<file path="config.mk">
export PLATFORM = sky130hd
export DESIGN_NAME = mips_mc_ctrl
export DESIGN_NICKNAME = d
export VERILOG_FILES = /design/src/rtl/mips_pkg.sv /design/src/rtl/mem_wait_timer.sv /design/src/rtl/mips_mc_ctrl.sv
export SDC_FILE = /design/constraint.sdc
export NUM_CORES = 1
export LEC_CHECK = 0
export ABC_AREA = 0
export ABC_CLOCK_PERIOD_IN_PS = 7700
export CORE_UTILIZATION = 50
export CTS_CLUSTER_DIAMETER = 100
export DETAILED_ROUTE_END_ITERATION = 6
export PLACE_DENSITY = 0.92
export SLEW_MARGIN = 20
export SYNTH_ARGS = -nofsm -noshare
export SYNTH_HDL_FRONTEND = slang
export SYNTH_HIERARCHICAL = 1
export SYNTH_SLANG_ARGS = --single-unit
export TNS_END_PERCENT = 10
</file>
<file path="constraint.sdc">
create_clock -name clk -period 7.7 [get_ports clk]
set_input_delay 1.54 -clock clk [delete_from_list [all_inputs] [get_ports clk]]
set_output_delay 1.54 -clock clk [all_outputs]
set_load 0.05 [all_outputs]
</file>
<file path="src/rtl/mips_pkg.sv">
// Shared encodings and instruction classifier for the multicycle MIPS control.
// Optional slt decode is enabled by defining SLT_INSN_EN.
package mips_pkg;

    typedef enum logic [2:0] {
        S_FETCH,
        S_DECODE,
        S_EXE,
        S_MEM,
        S_WB,
        S_FAULT
    } state_t;

    typedef enum logic [3:0] {
        I_ADDU, I_SUBU, I_SLT, I_ORI, I_LUI, I_LW,
        I_SW, I_BEQ, I_J, I_JAL, I_JR, I_ILL
    } insn_t;

    localparam logic [1:0] NPC_PC4 = 2'd0;
    localparam logic [1:0] NPC_BR  = 2'd1;
    localparam logic [1:0] NPC_J   = 2'd2;
    localparam logic [1:0] NPC_REG = 2'd3;

    localparam logic [1:0] RD_RT = 2'd0;
    localparam logic [1:0] RD_RD = 2'd1;
    localparam logic [1:0] RD_RA = 2'd2;

    localparam logic [1:0] WD_ALU = 2'd0;
    localparam logic [1:0] WD_MEM = 2'd1;
    localparam logic [1:0] WD_PC4 = 2'd2;

    localparam logic [1:0] EXT_ZERO = 2'd0;
    localparam logic [1:0] EXT_SIGN = 2'd1;
    localparam logic [1:0] EXT_LUI  = 2'd2;

    localparam logic [2:0] ALU_ADD = 3'd0;
    localparam logic [2:0] ALU_SUB = 3'd1;
    localparam logic [2:0] ALU_OR  = 3'd2;
    localparam logic [2:0] ALU_LUI = 3'd3;
    localparam logic [2:0] ALU_SLT = 3'd4;

    localparam logic [5:0] OP_RTYPE = 6'b000000;
    localparam logic [5:0] OP_ORI   = 6'b001101;
    localparam logic [5:0] OP_LUI   = 6'b001111;
    localparam logic [5:0] OP_LW    = 6'b100011;
    localparam logic [5:0] OP_SW    = 6'b101011;
    localparam logic [5:0] OP_BEQ   = 6'b000100;
    localparam logic [5:0] OP_J     = 6'b000010;
    localparam logic [5:0] OP_JAL   = 6'b000011;

    localparam logic [5:0] F_ADDU = 6'b100001;
    localparam logic [5:0] F_SUBU = 6'b100011;
    localparam logic [5:0] F_JR   = 6'b001000;
    localparam logic [5:0] F_SLT  = 6'b101010;

    function automatic insn_t decode_insn(input logic [5:0] op,
                                          input logic [5:0] func);
        insn_t i;
        i = I_ILL;
        case (op)
            OP_RTYPE: begin
                case (func)
                    F_ADDU: i = I_ADDU;
                    F_SUBU: i = I_SUBU;
                    F_JR:   i = I_JR;
`ifdef SLT_INSN_EN
                    F_SLT:  i = I_SLT;
`endif
                    default: i = I_ILL;
                endcase
            end
            OP_ORI:  i = I_ORI;
            OP_LUI:  i = I_LUI;
            OP_LW:   i = I_LW;
            OP_SW:   i = I_SW;
            OP_BEQ:  i = I_BEQ;
            OP_J:    i = I_J;
            OP_JAL:  i = I_JAL;
            default: i = I_ILL;
        endcase
        return i;
    endfunction

endpackage

</file>
<file path="src/rtl/mem_wait_timer.sv">
// Counts consecutive un-acknowledged memory request cycles and flags
// the cycle on which the wait budget runs out.
module mem_wait_timer #(
    parameter int TIMEOUT = 15
) (
    input  logic clk,
    input  logic reset,
    input  logic active,
    input  logic ready,
    output logic expired
);

    localparam int W = $clog2(TIMEOUT + 2);

    logic [W-1:0] count;

    // Any cycle that is not a waiting request cycle restarts the budget.
    always_ff @(posedge clk) begin
        if (reset || !active || ready) begin
            count <= '0;
        end else if (count != W'(TIMEOUT)) begin
            count <= count + W'(1);
        end
    end

    assign expired = active && !ready && (count == W'(TIMEOUT));

endmodule

</file>
<file path="src/rtl/mips_mc_ctrl.sv">
// Multicycle MIPS control FSM with memory timeout and retire counter.
// Define SLT_INSN_EN to decode slt; otherwise it is treated as illegal.
module mips_mc_ctrl
    import mips_pkg::*;
#(
    parameter int CNT_W       = 32,
    parameter int MEM_TIMEOUT = 15
) (
    input  logic             clk,
    input  logic             reset,
    input  logic [5:0]       op,
    input  logic [5:0]       func,
    input  logic             zero,
    input  logic             mem_ready,
    output logic             mem_req,
    output logic             ir_we,
    output logic             pc_we,
    output logic             grf_we,
    output logic             dm_we,
    output logic [1:0]       regdst,
    output logic [1:0]       wdsel,
    output logic [1:0]       npcsel,
    output logic [1:0]       extop,
    output logic             alusrc,
    output logic [2:0]       aluop,
    output logic             illegal,
    output logic             fault,
    output logic [CNT_W-1:0] retired
);

    state_t state;
    state_t next;
    insn_t  insn;
    logic   expired;

    assign insn    = decode_insn(op, func);
    assign mem_req = !reset && (state == S_FETCH || state == S_MEM);

    mem_wait_timer #(
        .TIMEOUT(MEM_TIMEOUT)
    ) u_timer (
        .clk    (clk),
        .reset  (reset),
        .active (mem_req),
        .ready  (mem_ready),
        .expired(expired)
    );

    always_ff @(posedge clk) begin
        if (reset) begin
            state   <= S_FETCH;
            retired <= '0;
            fault   <= 1'b0;
        end else begin
            state <= next;
            if (next == S_FETCH && state != S_FETCH) begin
                retired <= retired + CNT_W'(1);
            end
            if (next == S_FAULT) begin
                fault <= 1'b1;
            end
        end
    end

    always_comb begin
        next    = state;
        ir_we   = 1'b0;
        pc_we   = 1'b0;
        grf_we  = 1'b0;
        dm_we   = 1'b0;
        illegal = 1'b0;
        npcsel  = NPC_PC4;
        unique case (state)
            S_FETCH: begin
                if (mem_ready) begin
                    ir_we = 1'b1;
                    pc_we = 1'b1;
                    next  = S_DECODE;
                end else if (expired) begin
                    next = S_FAULT;
                end
            end
            S_DECODE: begin
                unique case (insn)
                    I_J: begin
                        pc_we  = 1'b1;
                        npcsel = NPC_J;
                        next   = S_FETCH;
                    end
                    I_JAL: begin
                        pc_we  = 1'b1;
                        grf_we = 1'b1;
                        npcsel = NPC_J;
                        next   = S_FETCH;
                    end
                    I_JR: begin
                        pc_we  = 1'b1;
                        npcsel = NPC_REG;
                        next   = S_FETCH;
                    end
                    I_ILL: begin
                        illegal = 1'b1;
                        next    = S_FETCH;
                    end
                    default: next = S_EXE;
                endcase
            end
            S_EXE: begin
                unique case (insn)
                    I_BEQ: begin
                        npcsel = NPC_BR;
                        pc_we  = zero;
                        next   = S_FETCH;
                    end
                    I_LW, I_SW: next = S_MEM;
                    default:    next = S_WB;
                endcase
            end
            S_MEM: begin
                dm_we = (insn == I_SW);
                if (mem_ready) begin
                    next = (insn == I_SW) ? S_FETCH : S_WB;
                end else if (expired) begin
                    next = S_FAULT;
                end
            end
            S_WB: begin
                grf_we = 1'b1;
                next   = S_FETCH;
            end
            S_FAULT: next = S_FAULT;
            default: next = S_FETCH;
        endcase
        // Nothing may write while reset is held.
        if (reset) begin
            ir_we   = 1'b0;
            pc_we   = 1'b0;
            grf_we  = 1'b0;
            dm_we   = 1'b0;
            illegal = 1'b0;
        end
    end

    always_comb begin
        regdst = RD_RT;
        wdsel  = WD_ALU;
        extop  = EXT_SIGN;
        alusrc = 1'b0;
        aluop  = ALU_ADD;
        unique case (insn)
            I_ADDU: regdst = RD_RD;
            I_SUBU: begin
                regdst = RD_RD;
                aluop  = ALU_SUB;
            end
            I_SLT: begin
                regdst = RD_RD;
                aluop  = ALU_SLT;
            end
            I_ORI: begin
                extop  = EXT_ZERO;
                alusrc = 1'b1;
                aluop  = ALU_OR;
            end
            I_LUI: begin
                extop  = EXT_LUI;
                alusrc = 1'b1;
                aluop  = ALU_LUI;
            end
            I_LW: begin
                wdsel  = WD_MEM;
                alusrc = 1'b1;
            end
            I_SW:  alusrc = 1'b1;
            I_BEQ: aluop  = ALU_SUB;
            I_JAL: begin
                regdst = RD_RA;
                wdsel  = WD_PC4;
            end
            default: ;
        endcase
    end

endmodule

</file>
After elaboration in Yosys (flattened, before gate mapping):

Cells that the tools add are included.

* $add $sub $neg: 2
* equal/unequal tests: 29
* multiplexer cells: 32
* reductions and logical operators: 22

Operators with widths (number)
* $add A32 B1 Y32 const B: 1
* $pmux W4 S8: 1
* $eq A6 B6 Y1 const B: 4
* $pmux W2 S2: 5
* $eq A6 B4 Y1 const B: 3
* $eq A4 B3 Y1 const B: 4
* $eq A4 B4 Y1 const B: 4
* $mux W1: 15
* $pmux W3 S5: 1
* $eq A6 B2 Y1 const B: 2
* $mux W3: 4
* $pmux W3 S4: 1
* $pmux W4 S3: 1
* $eq A3 B3 Y1 const B: 3
* $eq A4 B2 Y1 const B: 2
* $reduce_or A4 Y1: 2
* $eq A3 B2 Y1 const B: 2
* $eq A6 B3 Y1 const B: 1
* $logic_not A3 Y1: 2
* $logic_not A6 Y1: 1
* $pmux W3 S2: 1
* $reduce_or A2 Y1: 3
* $reduce_or A3 Y1: 2
* $add A5 B1 Y5 const B: 1
* 12 further kinds: 19

* register bits: 41
* input bits: 16
* output and inout port bits: 51
* logic and storage cells: 89

Longest topological paths before layout:

* depth in word-level cells: 10
* depth in mapped cells: 13
* gate-level depth less buffers: 10

Cells and area by module:

Netlist, hierarchy kept.

By module, submodules not included
* mips_mc_ctrl: times used 1, cells each 302, area an instance 2324.7 um^2, sequential area each 720.7 um^2
* mem_wait_timer: times used 1, cells each 25, area an instance 261.5 um^2, sequential area each 100.1 um^2

Worst setup path after synthesis:

No wires, ideal clock.

* path type: input to output
* start point: in op[0]
* end point: out aluop[0]
* arrival time: 3.930 ns
* data required time: 6.160 ns
* slack: 2.230 ns
* stages: 6
* buffers on the path: 1
* path through: buf_2 or4_1 a211o_1 o32ai_1 o21ai_0 o21ai_0

* word-level cells in the longest chain between the ends: 5
* elaborated cells between the ends (all ways): 16
* those cells by class: eq/ne: 12; mux: 2; reduce/logical: 2

RTL lines
* start: declaration: line mips_mc_ctrl.sv:11 `input logic [5:0] op,`
* $eq A6 B2 Y1, or another cell as far along: line mips_pkg.sv:60 `case (op)`
* $pmux W4 S8 *: line mips_pkg.sv:60
* $eq A4 B3 Y1 or $eq A4 B1 Y1 (tied branches): line mips_mc_ctrl.sv:150 `unique case (insn)`
* $reduce_or A2 Y1 (no line)
* $pmux W3 S4 *: line mips_mc_ctrl.sv:150
* end: declaration: line mips_mc_ctrl.sv:25 `output logic [2:0] aluop,`

Every way passes the cells marked *; elsewhere a longest branch is shown, timed or not.

Final worst setup path:

* start point: in op[3]
* end point: out aluop[0]

The elaborated chain is that of the path after synthesis.

==> impl_metrics.csv <==
group,metric,value,unit
grt,grt_antenna_before_repair,0,
floorplanning,die_y,73.9,um
critical_path,required,6.16,ns
sta,worst_pin_slew,0.707,ns
layout,drive_gt1_frac,0.0627,
logic_synthesis,yosysTopAreaCellShare,0.317,
job,drv_cap,0,
floorplanning,dieArea,5460,um2
floorplanning,start_util,0.533,
logic_synthesis,synthCells,327,
placement,hpwlAfterDp,4.47,mm
floorplanning,io_pins,67,
logic_synthesis,async_reset_ff_frac,0,
clock_network,clk_pin_slew,0.09,ns
logic_synthesis,avgSynthCellArea,7.91,um2
logic_synthesis,syn-num-nets,346,
placement,pre_cts_slack,1.47,ns
grt,grt_first_pass_wirelength,10.2,mm
clock_network,cts_made_buffers,5,
power,ir_drop,0.000130,V
clock_network,cts_tree,"built",
clock_network,cts.repair.resized,0,
placement,place_area,3230,um2
floorplanning,die_w,73.9,um
logic_synthesis,synth_area,2590,um2
logic_synthesis,ys_ff_latch,41,
drt,dr.first_iter.drc_count,148,
power,powerDensity,127,nW/um2
critical_path,critical_path.max_fanout,14,
layout,n_antenna_cell,0,
sta,fin_crit,6.27,ns
critical_path,slowest_stage,"clkdlybuf4s50_1",
run_status,status,"finished clean",
logic_synthesis,yosys-top-cells-area,"dfxtp_1 32%, a21oi_1 7.4%, or3_1 5.8%, o21ai_0 5.4%, nor2_1 3.6%",
drt,wl,6.36,mm
placement,io_buffers,65,
critical_path,start_kind,"input port",
clock_network,htreeDepth,2,
sta,slew_headroom,0.517,
sta,post-route-period-util,0.815,
drt,drtPass1Iterations,7,
layout,fill_cells,403,
grt,grt_pass1_vias,2320,
sta,fin_setup_tns,0,ns
clock_network,clock_sinks,41,
clock_network,cts_setup_buffers,0,
logic_synthesis,yosys-top-cells-count,"41 x dfxtp_1, 38 x a21oi_1, 28 x o21ai_0",
sta,fmax,159,MHz
worst_hold_path,hold_path_class,"flop to flop",
logic_synthesis,yosysWarnings,6,
critical_path,path_class,"input port to output pin",
power,power_leakage,1.08,nW
logic_synthesis,ys_seq_area_frac,0.317,
critical_path,path_cells,"clkdlybuf4s50_1, or2_1, or4_4, o32ai_1, o21ai_0, o21ai_0, clkdlybuf4s50_1",
logic_synthesis,yosysMostFrequentCell,"dfxtp_1",
drt,vias,2642,
sta,hold_violations,0,
drt,via_per_inst,5.87,
drt,detail-route-antenna-nets,0,
clock_network,cts_hold_buffers,0,
clock_network,cts_root_buf,"clkbuf_8",
logic_synthesis,ys.flop_type,"dfxtp_1",
logic_synthesis,synth_edf_count,0,
placement,gp_congestion,0.844,
critical_path,cpPeakStageDelay,0.83,ns
drt,wire_per_inst,14.1,um
layout,areaGrowthSynthToFinish,28.4,%
sta,layout_setup_ws,1.43,ns
layout,nets,401,
sta,slew_viol_final,0,
layout,final_area,3320,um2
grt,grt_use_total,0.233,
critical_path,critPathCaptureType,"output pin",
sta,finClkSkew,0.00680,ns
critical_path,cp.arrival,4.73,ns
grt,grt_max_degree,43,
floorplanning,coreArea,4850,um2
clock_network,cts_buffer_depth,2,
clock_network,insertion_delay,0.30,ns
drt,post-route-drc-count,0,
logic_synthesis,yosysTopAreaCell,"dfxtp_1",
floorplanning,row_count,25,
sta,rsz0062_at_grt,"false",
grt,gr-total-overflow,0,
logic_synthesis,synth_cell_types,62,
sta,report.final.setup_viol,0,
-- final timing paths --
path	depth (start not counted)	from	endpoint	slack (ns)
max reg2reg	10	u_timer/count[0]	retired[24]	4.65
min	2	fault	fault	0.48
max	7	op[3]	aluop[0]	1.43
min reg2reg	2	fault	fault	0.48
-- cells in the final DEF (no fill, tap or decap), types with 7 or more instances in the layout --
cell type,instances
nand4_1,7
nand2_1,19
a21oi_1,38
nor2_1,25
clkdlybuf4s50_1,65
dfxtp_1,41
nand3_1,17
or3_1,24
or4_1,7
o21ai_0,28
inv_1,15
-- area by class of cell --
cell class / count / area [um2] / share of cell area
Clock buffer: 5 / 68.8 / 0.0207
Tap cell: 67 / 83.8 / 0.0252
Inverter: 16 / 60.1 / 0.0181
Multi-Input combinational cell: 252 / 1610 / 0.484
Clock inverter: 3 / 21.3 / 0.00641
Timing Repair Buffer: 66 / 658 / 0.198
Sequential cell: 41 / 821 / 0.247
-- routing by layer --
metal  vias to the layer above  share of wire  track usage
met5                         -              0            0
met4                         0          0.010       0.0705
met3                         9          0.063       0.0384
met2                        86           0.47        0.399
met1                      1229           0.45        0.298
li1                       1318              -            -
-- cell families after synthesis --
family                     after synthesis  share of synthesized area
and+or+nand+nor                        143                      0.327
muxes                                    3                     0.0121
other                                    1                    0.00145
adders and majority gates                3                     0.0145
xor gates and xnor gates                 6                     0.0203
DFF                                     41                      0.317
AOI/OAI and AO/OA                       96                      0.246
buffers and inverters                   34                     0.0610
-- sequential cells by signal (all words and copies together) (netlist names) --
| signal | flops |
|---|---|
| state | 3 |
| fault | 1 |
| u_timer/count | 5 |
| retired | 32 |
-- per-stage QoR --
step / hold WS [ns] / std cells / util / power, mW
after floorplan: 0.454 / 327 / - / 0.262
after global placement: 0.464 / 442 / 0.666 / 0.281
after detailed placement: 0.469 / 442 / 0.666 / 0.281
after CTS: 0.486 / 450 / 0.685 / 0.425
after global routing: 0.504 / 450 / 0.685 / 0.438
final: 0.478 / 450 / 0.685 / 0.421
-- worst max-delay path: cells and delay by family --
family                 cells  cell delay [ns]
AO/OA/AOI/OAI              3             0.85
AND/OR/NAND/NOR            2             0.84
buffers and inverters      2             1.49
-- power by group --
part           internal [mW]  switching (mW)  leakage, nW
Combinational         0.0228          0.0374        0.701
Sequential             0.213         0.00306        0.331
Clock                 0.0643          0.0803       0.0445
Total                  0.300           0.121         1.08
No activity file was read; power rests on OpenSTA's default activity.
